**src/rtl/clk_div_pkg.sv**
```systemverilog
// Shared types and helpers for the runtime-programmable clock divider.
package clk_div_pkg;

    typedef enum logic [1:0] {
        IDLE      = 2'd0,
        RUN       = 2'd1,
        STOP_PEND = 2'd2
    } state_e;

    localparam int unsigned DIV_MIN = 2;

    // Number of high cycles in one output period of ratio n.
    function automatic int unsigned half(input int unsigned n);
        return n >> 1;
    endfunction

endpackage

```
**src/rtl/clk_div_core.sv**
```systemverilog
// Period counter with registered clk_out/tick derived from the next count.
module clk_div_core
    import clk_div_pkg::*;
#(
    parameter int unsigned DIV_W = 8
) (
    input  logic             clk_in,
    input  logic             rst_n,
    input  logic [DIV_W-1:0] i_cur_div,
    input  logic             i_run,
    input  logic             i_restart,
    output logic             o_boundary_c,
    output logic             o_tick,
    output logic             o_clk_out
);

    logic [DIV_W-1:0] r_cnt;
    logic [DIV_W-1:0] w_cnt_nxt;
    logic [DIV_W-1:0] w_last;
    logic [DIV_W-1:0] w_high_from;

    assign w_last       = i_cur_div - DIV_W'(1);
    assign w_high_from  = i_cur_div - DIV_W'(half(32'(i_cur_div)));
    assign o_boundary_c = (r_cnt == w_last);

    // A ratio change only lands where the next count is 0, so the current ratio is safe here.
    assign w_cnt_nxt = (!i_run || i_restart || o_boundary_c) ? '0 : r_cnt + DIV_W'(1);

    always_ff @(posedge clk_in) begin
        if (!rst_n) begin
            r_cnt     <= '0;
            o_tick    <= 1'b0;
            o_clk_out <= 1'b0;
        end else begin
            r_cnt     <= w_cnt_nxt;
            o_tick    <= i_run && (w_cnt_nxt == w_last);
            o_clk_out <= i_run && (w_cnt_nxt >= w_high_from);
        end
    end

endmodule

```
**src/rtl/clk_div_ctrl.sv**
```systemverilog
// Run/stop sequencing, ratio handshake and glitch-free ratio switching for the divider.
module clk_div_ctrl
    import clk_div_pkg::*;
#(
    parameter int unsigned DIV_W       = 8,
    parameter int unsigned DIV_DEFAULT = 5
) (
    input  logic             clk_in,
    input  logic             rst_n,
    input  logic             en,
    input  logic             cfg_valid,
    input  logic [DIV_W-1:0] cfg_div,
    output logic             cfg_ready,
    output logic             cfg_err,
    output logic [DIV_W-1:0] cur_div,
    output logic             tick,
    output logic             clk_out,
    output logic             locked
);

    state_e           r_state;
    state_e           w_state_nxt;
    logic [DIV_W-1:0] r_pend_div;
    logic             w_core_boundary;
    logic             w_boundary;
    logic             w_running;
    logic             w_accept;
    logic             w_legal;
    logic             w_apply;
    logic             w_direct;

    assign w_running  = (r_state != IDLE);
    assign w_boundary = w_running && w_core_boundary;
    assign w_accept   = cfg_valid && cfg_ready;
    assign w_legal    = (cfg_div >= DIV_W'(DIV_MIN));
    // cfg_ready low means a ratio is waiting in r_pend_div.
    assign w_apply    = !cfg_ready && (!w_running || w_boundary);
    assign w_direct   = !w_running && (w_state_nxt == IDLE);

    always_comb begin
        w_state_nxt = r_state;
        case (r_state)
            IDLE:           w_state_nxt = en ? RUN : IDLE;
            RUN, STOP_PEND: w_state_nxt = en ? RUN : (w_boundary ? IDLE : STOP_PEND);
            default:        w_state_nxt = IDLE;
        endcase
    end

    always_ff @(posedge clk_in) begin
        if (!rst_n) begin
            r_state    <= IDLE;
            r_pend_div <= '0;
            cur_div    <= DIV_W'(DIV_DEFAULT);
            cfg_ready  <= 1'b1;
            cfg_err    <= 1'b0;
            locked     <= 1'b0;
        end else begin
            r_state <= w_state_nxt;
            cfg_err <= w_accept && !w_legal;

            if (w_apply) begin
                cur_div   <= r_pend_div;
                cfg_ready <= 1'b1;
            end else if (w_accept && w_legal) begin
                if (w_direct) begin
                    cur_div <= cfg_div;
                end else begin
                    r_pend_div <= cfg_div;
                    cfg_ready  <= 1'b0;
                end
            end

            if ((w_state_nxt == IDLE) || (w_accept && w_legal)) begin
                locked <= 1'b0;
            end else if (w_boundary && cfg_ready) begin
                locked <= 1'b1;
            end
        end
    end

    clk_div_core #(
        .DIV_W (DIV_W)
    ) u_core (
        .clk_in       (clk_in),
        .rst_n        (rst_n),
        .i_cur_div    (cur_div),
        .i_run        (w_state_nxt != IDLE),
        .i_restart    (!w_running),
        .o_boundary_c (w_core_boundary),
        .o_tick       (tick),
        .o_clk_out    (clk_out)
    );

endmodule

```
**config.mk**
```make
export PLATFORM = sky130hd
export DESIGN_NAME = clk_div_ctrl
export DESIGN_NICKNAME = d
export VERILOG_FILES = /design/src/rtl/clk_div_pkg.sv /design/src/rtl/clk_div_core.sv /design/src/rtl/clk_div_ctrl.sv
export SDC_FILE = /design/constraint.sdc
export NUM_CORES = 1
export LEC_CHECK = 0
export ABC_AREA = 1
export CAP_MARGIN = 15
export CORE_MARGIN = 8
export CORE_UTILIZATION = 25
export CTS_BUF_LIST = sky130_fd_sc_hd__clkbuf_8 sky130_fd_sc_hd__clkbuf_16
export DETAILED_ROUTE_END_ITERATION = 7
export RECOVER_POWER = 50
export SLEW_MARGIN = 15
export SYNTH_ARGS = -nofsm -noshare
export SYNTH_HDL_FRONTEND = slang
export SYNTH_SLANG_ARGS = --single-unit
```
**constraint.sdc**
```tcl
create_clock -name clk_in -period 2.7 [get_ports clk_in]
set_input_delay 0.54 -clock clk_in [delete_from_list [all_inputs] [get_ports clk_in]]
set_output_delay 0.54 -clock clk_in [all_outputs]
set_load 0.05 [all_outputs]
```
==> impl_summary.txt, run 1 <==
----------------------------------------------------
[Outcome]
  Run status ... completed

[Power and ir drop]
  Pwr Density ... 605 nW/um^2
  Leak ... 0.00148 uW
  Total Power Consumption ... 1980 uW
  Worst IR Drop VDD ... 0.259 mV

[Place]
  Number of port buffers ... 24
  Pre-CTS worst setup slack ... -0.0835 ns
  Routability cong. ... 0.844
  Placed insts ... 533
  Placed wire-length estimate ... 5.29 mm

[Routing]
  Post-route ant nets ... 0
  Average via count per standard cell ... 4.37
  Number of iterations in the first detailed-routing pass ... 4
  DRC violation count after routing ... 0
  Wire per inst ... 11.9 um
  Drt initial violations ... 122
  Total via count after detailed routing ... 2375
  Wirelength, routed ... 6.45 mm

[Run]
  Total of max-cap violations ... 0

[STA]
  Pin slew with the least headroom to its limit ... 0.922 ns
  Maximum clock skew at final layout ... 0.00851 ns
  Min cycle time layout ... 2.64 ns
  Final setup fails ... 0
  Minimum hold slack ... 0.462 ns
  Crit share post-route ... 0.976
  Relative slew slack ... 0.385
  Achievable Freq ... 379 MHz
  RSZ-0062 raised after global routing ... yes
  Setup slack of the critical path after layout ... 0.0647 ns
  Final Max Slew Viols ... 0
  Final Hold Viols ... 0

[Die]
  Placement row count ... 36
  Effective utilization at floorplan ... 0.257
  Core Region ... 9770 sq um
  Die Span Y ... 116 um
  I/O pin total ... 25
  Die outline area ... 13500 sq um
  Die X-Extent ... 116 um

[Cells and area]
  Final #Nets ... 447
  Storage element area ... 647 sq um
  Ant. Diodes ... 0
  Non-filler cells, final ... 543
  Commonest cells after routing, fill and taps aside ... 77 x sky130_fd_sc_hd__nand2_1, 49 x sky130_fd_sc_hd__inv_1, 38 x sky130_fd_sc_hd__nor2_1, 31 x sky130_fd_sc_hd__nand3_1, 24 x sky130_fd_sc_hd__dfxtp_1
  Filler Cell Count ... 1061
  Multi-input combinational cell area ... 1700 sq um
  P&R area growth vs syn ... 30.7%
  Fraction of final layout cells with drive strength greater than 1 ... 0.200
  Leading cell type in the layout, fill and taps excluded ... sky130_fd_sc_hd__nand2_1

[Logic synthesis]
  Main synth FF type ... sky130_fd_sc_hd__dfxtp_1
  Netlist Area Pre-Place ... 2510 sq um
  Count of flip-flops with a built-in enable after synthesis ... 0
  Warnings, synthesis ... 0
  Flip-flop and latch count after synthesis ... 31
  Synthesized netlist cell count ... 365
  Adder-Cell Fraction of Synth Area ... 0.133
  Synthesized netlist net count ... 403
  Synth Area in Simple Gates ... 0.346
  Post-Synth XOR/XNOR Area ... 0.0453
  Synthesized-area fraction occupied by ao, oa, aoi and oai cells ... 0.123
  Main combinational cell family by area after synthesis ... simple AND/OR/NAND/NOR gates
  Proportion of synthesized area in mux cells ... 0
  Mean instance size in the synthesized netlist ... 6.88 sq um
  Proportion of synthesized flip-flops having asynchronous set or reset ... 0
  Number of library cell types mapped by synthesis ... 41
  Sequential area share after synthesis ... 0.247

[Clocking]
  Clock tree from TritonCTS ... done
  Buffer levels on the longest clock path ... 2
  Latest clock arrival within the worst-skew pair ... 0.28 ns
  Total clock buffers created by CTS ... 5
  Clock sink count ... 31
  Clock transition at path regs ... 0.07 ns
  H-tree levels ... 2
  Buffer type at the clock tree root ... sky130_fd_sc_hd__clkbuf_8

[Hold path]
  Kind of path behind the tightest hold check ... register to register
  Beginning of the worst hold path ... locked$_SDFFE_PP0P_

[Worst setup path]
  Category of the critical setup timing path ... register to register
  Startpoint kind of the worst setup timing path ... register
  Critical Path Source ... cur_div[2]$_SDFFE_PN1P_
  Startpoint of the worst register-to-register path ... cur_div[2]$_SDFFE_PN1P_
  Worst EP arrival ... 2.80 ns
  Crit Path Max Fanout ... 4
  Type of element capturing the critical path ... register
  Worst EP required ... 2.87 ns

[Global routing]
  Largest net degree at the start of global routing ... 27
  Global-route congestion overflow total ... 0
  Antenna violations before repair ... 0
  Number of global-route vias before repair ... 2383
  Wire length of the first global-routing pass ... 11.1 mm
  Overall track demand over capacity in global routing ... 0.103

----------------------------------------------------
timing repair:
item / in CTS / in global routing
setup endpoints to repair: 1 / 1
pin swaps: 1 / 4
resized for setup: 2 / 4
buffers inserted: 0 / 2
hold buffers: 0 / 0
critical path, cell delays in order (launching register included):
cell and delay, ns:
sky130_fd_sc_hd__dfxtp_4 0.36, sky130_fd_sc_hd__inv_4 0.05, sky130_fd_sc_hd__ha_4 0.27, sky130_fd_sc_hd__inv_1 0.05, sky130_fd_sc_hd__a21oi_1 0.11, sky130_fd_sc_hd__o31ai_1 0.10
sky130_fd_sc_hd__a21oi_1 0.18, sky130_fd_sc_hd__o21ai_1 0.10, sky130_fd_sc_hd__a21oi_1 0.17, sky130_fd_sc_hd__nor2_1 0.06, sky130_fd_sc_hd__nor2_1 0.12, sky130_fd_sc_hd__xor2_1 0.22
sky130_fd_sc_hd__ha_1 0.28, sky130_fd_sc_hd__buf_4 0.14, sky130_fd_sc_hd__a211oi_2 0.23, sky130_fd_sc_hd__a21oi_1 0.09
synthesized netlist by cell type (4+ instances only):
cell type | n | area share
sky130_fd_sc_hd__nor2_1 | 38 | 0.057
sky130_fd_sc_hd__inv_1 | 53 | 0.079
sky130_fd_sc_hd__o2111ai_1 | 5 | 0.017
sky130_fd_sc_hd__nand2_1 | 78 | 0.12
sky130_fd_sc_hd__nand2_2 | 15 | 0.037
sky130_fd_sc_hd__a21oi_1 | 15 | 0.030
sky130_fd_sc_hd__nand3_2 | 4 | 0.016
sky130_fd_sc_hd__ha_1 | 25 | 0.12
sky130_fd_sc_hd__dfxtp_1 | 31 | 0.25
sky130_fd_sc_hd__o21ai_2 | 5 | 0.017
sky130_fd_sc_hd__o21ai_0 | 8 | 0.016
sky130_fd_sc_hd__nor3_1 | 4 | 0.0080
sky130_fd_sc_hd__xor2_1 | 9 | 0.031
sky130_fd_sc_hd__xnor2_1 | 4 | 0.014
sky130_fd_sc_hd__nand3_1 | 31 | 0.062
per-stage QoR:
stage / cell area, sq um / util / TNS [ns]
after detailed placement: 3120 / 0.319 / -0.0835
after CTS: 3260 / 0.333 / 0
after global routing: 3280 / 0.336 / -0.145
final: 3280 / 0.336 / 0
after floorplan: 2620 / - / -0.0373
after global placement: 3120 / 0.319 / -0.0343
final cells by class:
class	instances	share of cell area
Multi-Input combinational cell	269	0.518
Sequential cell	31	0.197
Timing Repair Buffer	43	0.122
Inverter	59	0.0721
Tap cell	133	0.0507
Clock buffer	5	0.0210
Clock inverter	3	0.0194
flip-flops by register name, indices dropped and copies added (netlist names):
register / count
r_pend_div: 8
u_core.r_cnt: 8
cur_div: 8
locked: 1
cfg_err: 1
u_core.o_tick: 1
r_state: 2
u_core.o_clk_out: 1
cfg_ready: 1
layer usage:
layer	part of all wire	GRT usage
met3	0.040	0.0238
met4	0.015	0.0285
met1	0.49	0.127
met5	0	0
met2	0.46	0.175
where the power goes:
group	leakage [uW]	switching, uW	total (uW)	internal [uW]
clock network	0.0000695	172	537	365
registers	0.000257	27.8	522	494
logic	0.00116	555	925	371
worst paths after layout:
path	endpoint	slack, ns	cells after the start
setup / recovery	u_core.o_clk_out$_SDFF_PN0_	0.06	15
hold / removal	locked$_SDFFE_PP0P_	0.46	2
setup reg to reg	u_core.o_clk_out$_SDFF_PN0_	0.06	15
hold reg to reg	locked$_SDFFE_PP0P_	0.46	2
cell families (layout without fill, tap and decap cells):
group | Yosys count | in the layout
flops | 31 | 31
xor+xnor | 13 | 13
compound gates | 47 | 47
simple gates | 183 | 183
buf+inv | 65 | 110
fa+ha+maj | 26 | 26
(Power assumes the default switching activity.)
==> run 2, diff against run 1 <==
==> constraint.sdc (replaced) <==
create_clock -name clk_in -period 2.2 [get_ports clk_in]
set_input_delay 0.44 -clock clk_in [delete_from_list [all_inputs] [get_ports clk_in]]
set_output_delay 0.44 -clock clk_in [all_outputs]
set_load 0.05 [all_outputs]
==> run 2 against run 1 <==
Compared with the run above: the run now ends with negative setup slack left; clock power up 2%; worst setup slack lost 0.43 ns; clock skew decreased by 0.0019 ns; register-to-register slack got worse by 0.43 ns; final area grew 25%; critical endpoint unchanged; largest cell class unchanged.
==> impl_summary.txt, run 2 (synthesis gave the netlist of run 1 again) <==
----------------------------------------------------
[Clocking]
  Clock tree from TritonCTS ... done
  H-tree levels ... 2 (unchanged)
  Latest clock arrival within the worst-skew pair ... 0.29 ns (about the same)
  Clock transition at path regs ... 0.07 ns (about the same)
  Total clock buffers created by CTS ... 5 (unchanged)
  Buffer type at the clock tree root ... sky130_fd_sc_hd__clkbuf_8
  Buffer levels on the longest clock path ... 2 (unchanged)
  Clock sink count ... 31 (unchanged)

[Global routing]
  Wire length of the first global-routing pass ... 13.1 mm (+18%)
  Largest net degree at the start of global routing ... 18 (-33%)
  Global-route congestion overflow total ... 0 (unchanged)
  Number of global-route vias before repair ... 2829 (+19%)
  Antenna violations before repair ... 0 (unchanged)
  Overall track demand over capacity in global routing ... 0.121 (+0.0179)

[STA]
  Final Max Slew Viols ... 0 (unchanged)
  Relative slew slack ... 0.438 (+0.0529)
  Pin slew with the least headroom to its limit ... 0.840 ns (-0.0824 ns)
  Achievable Freq ... 389 MHz (+2.5%)
  Crit share post-route ... 1.17 (+0.192)
  RSZ-0062 raised after global routing ... yes
  Final Hold Viols ... 0 (unchanged)
  Min cycle time layout ... 2.57 ns (-0.0652 ns)
  Setup slack of the critical path after layout ... -0.370 ns (-0.435 ns)
  Final setup fails ... 18 (+18)
  Maximum clock skew at final layout ... 0.00659 ns (-0.00191 ns)

[Routing]
  DRC violation count after routing ... 0 (unchanged)
  Wire per inst ... 13.0 um (+9.1%)
  Wirelength, routed ... 7.90 mm (+22%)
  Average via count per standard cell ... 4.51 (+3.2%)
  Number of iterations in the first detailed-routing pass ... 4 (unchanged)
  Total via count after detailed routing ... 2749 (+16%)
  Drt initial violations ... 106 (-13%)
  Post-route ant nets ... 0 (unchanged)

[Hold path]
  Worst hold path depth ... 2 (unchanged)
  Kind of path behind the tightest hold check ... register to register
  Beginning of the worst hold path ... locked$_SDFFE_PP0P_
  Endpoint of the worst hold-timing path ... locked$_SDFFE_PP0P_

[Place]
  Routability cong. ... 0.799 (-5.3%)
  Number of port buffers ... 24 (unchanged)
  Placed wire-length estimate ... 5.80 mm (+9.7%)
  Pre-CTS worst setup slack ... -0.503 ns (-0.420 ns)

[Die]
  Effective utilization at floorplan ... 0.257 (unchanged)
  Die X-Extent ... 116 um (unchanged)
  I/O pin total ... 25 (unchanged)
  Core Region ... 9770 sq um (unchanged)
  Placement row count ... 36 (unchanged)
  Die Span Y ... 116 um (unchanged)
  Die outline area ... 13500 sq um (unchanged)

[Cells and area]
  Ant. Diodes ... 0 (unchanged)
  P&R area growth vs syn ... 63.6%
  Leading cell type in the layout, fill and taps excluded ... sky130_fd_sc_hd__buf_4
  Commonest cells after routing, fill and taps aside ... 74 x sky130_fd_sc_hd__buf_4, 65 x sky130_fd_sc_hd__nand2_1, 44 x sky130_fd_sc_hd__inv_1, 33 x sky130_fd_sc_hd__nor2_1, 24 x sky130_fd_sc_hd__dfxtp_1
  Fraction of final layout cells with drive strength greater than 1 ... 0.433 (+0.233)
  Filler Cell Count ... 993 (-6.4%)
  Final #Nets ... 513 (+15%)
  Registers with the most flip-flops ... cur_div (8), r_pend_div (8), u_core.r_cnt (8)

[Power and ir drop]
  Part of the power in combinational logic ... 0.567 (+0.101)
  Pwr Density ... 671 nW/um^2 (+11%)
  Total Power Consumption ... 2760 uW (+39%)
  Worst IR Drop VDD ... 0.296 mV (+14%)
  Share of total power in sequential cells ... 0.234 (-0.029)
  Clock group share of total power ... 0.199 (-0.072)
  Int Power ... 1620 uW (+32%)
  Switching power total ... 1130 uW (+50%)
  Switching share of total power ... 0.411 (+0.0302)
  Leak ... 0.00187 uW (+26%)

[Worst setup path]
  Type of element capturing the critical path ... register
  R2r setup slk ... -0.37 ns (-0.43 ns)
  Crit Path Max Fanout ... 5 (+1)
  Startpoint kind of the worst setup timing path ... register
  Worst EP arrival ... 2.79 ns (about the same)
  Worst EP required ... 2.42 ns (-0.45 ns)
  Startpoint of the worst register-to-register path ... cur_div[2]$_SDFFE_PN1P_
  Category of the critical setup timing path ... register to register
  Reg-to-Reg End ... u_core.o_clk_out$_SDFF_PN0_
  Number of cells on the worst reg-to-reg path ... 20 (+5)

[Outcome]
  Run status ... finished with violations
  Failing checks ... negative setup slack

[Run]
  Total of max-cap violations ... 0 (unchanged)

----------------------------------------------------
==> run 2: cell count changes in the layout (fill, tap and decap cells not counted), moves of 10 or more <==
cell / change
sky130_fd_sc_hd__nand3_1: -11
sky130_fd_sc_hd__nand2_1: -12
sky130_fd_sc_hd__clkdlybuf4s50_1: +10
sky130_fd_sc_hd__a21oi_2: +10
sky130_fd_sc_hd__buf_4: +58
sky130_fd_sc_hd__a21oi_1: -11
sky130_fd_sc_hd__dlygate4sd3_1: -11
==> run 2: layout make-up <==
| cell class | count | area, sq um | area share |
|---|---|---|---|
| clock buffers | 7 | 108 | 0.0262 |
| clock inverters | 1 | 5.00 | 0.00122 |
| inverters | 59 | 251 | 0.0612 |
| multi-input cells | 271 | 2030 | 0.495 |
| flip-flops and latches | 31 | 647 | 0.157 |
| well taps | 133 | 166 | 0.0405 |
| repair buffers | 107 | 896 | 0.218 |
==> run 2: critical path: stages, from the launching register on <==
cell and delay (ns):
sky130_fd_sc_hd__dfxtp_4 0.36, sky130_fd_sc_hd__inv_6 0.07, sky130_fd_sc_hd__ha_4 0.17, sky130_fd_sc_hd__nand4_1 0.17, sky130_fd_sc_hd__nand2_4 0.13, sky130_fd_sc_hd__nand2_2 0.05
sky130_fd_sc_hd__nand2_2 0.10, sky130_fd_sc_hd__nor2_4 0.06, sky130_fd_sc_hd__nand3_4 0.07, sky130_fd_sc_hd__o211ai_4 0.08, sky130_fd_sc_hd__or2_4 0.25, sky130_fd_sc_hd__ha_4 0.26
sky130_fd_sc_hd__inv_1 0.03, sky130_fd_sc_hd__nand2_1 0.06, sky130_fd_sc_hd__a21oi_2 0.06, sky130_fd_sc_hd__or2_4 0.22, sky130_fd_sc_hd__nand2_2 0.06, sky130_fd_sc_hd__nand2_1 0.05
sky130_fd_sc_hd__nand2_1 0.06, sky130_fd_sc_hd__nand2_1 0.06, sky130_fd_sc_hd__a21oi_2 0.13
==> run 2: layer usage <==
metal  part of all wire  vias up  track usage
met2               0.52       47        0.218
met4              0.018        0       0.0354
met3              0.039       11       0.0284
met5                  0        -            0
li1                   -     1397            -
met1               0.43     1294        0.138
==> run 2: worst max path at each step <==
stage / startpoint / endpoint / slack, ns / cells past startpoint
after global placement: cur_div[0]$_SDFFE_PN1P_ / u_core.o_clk_out$_SDFF_PN0_ / -0.44 / 15
after global routing: cur_div[2]$_SDFFE_PN1P_ / u_core.o_clk_out$_SDFF_PN0_ / -0.54 / 20
final: cur_div[2]$_SDFFE_PN1P_ / u_core.o_clk_out$_SDFF_PN0_ / -0.37 / 20
after floorplan: cur_div[2]$_SDFFE_PN1P_ / u_core.o_clk_out$_SDFF_PN0_ / -0.54 / 24
after detailed placement: en / u_core.o_clk_out$_SDFF_PN0_ / -0.50 / 15
after CTS: cur_div[1]$_SDFFE_PN0P_ / u_core.o_clk_out$_SDFF_PN0_ / -0.36 / 18
==> run 2: metrics by stage <==
step	TNS [ns]	instance area [sq um]	cells	utilization	hold slack, ns
finish	-1.30	4110	609	0.420	0.466
global route	-4.13	4110	609	0.420	0.495
CTS	-2.36	3850	605	0.393	0.456
detailed placement	-1.93	3530	589	0.361	0.441
global placement	-1.74	3530	589	0.361	0.448
floorplan	-0.537	2620	365	-	0.445
==> run 2: power by group through the flow <==
stage	Combinational, uW	Clock (uW)	Sequential, uW
after global routing	1700	589	650
after floorplan	715	0	738
after detailed placement	1280	0	652
after global placement	1270	0	650
after CTS	1440	559	640
final	1560	548	645
==> run 2: what timing repair did <==
| action | CTS | global route |
|---|---|---|
| pin swaps | 30 | 35 |
| cloned | 2 | 0 |
| hold buffers | 0 | 0 |
| setup endpoints to repair | 19 | 20 |
| setup buffers | 6 | 6 |
| gates resized for setup | 40 | 57 |
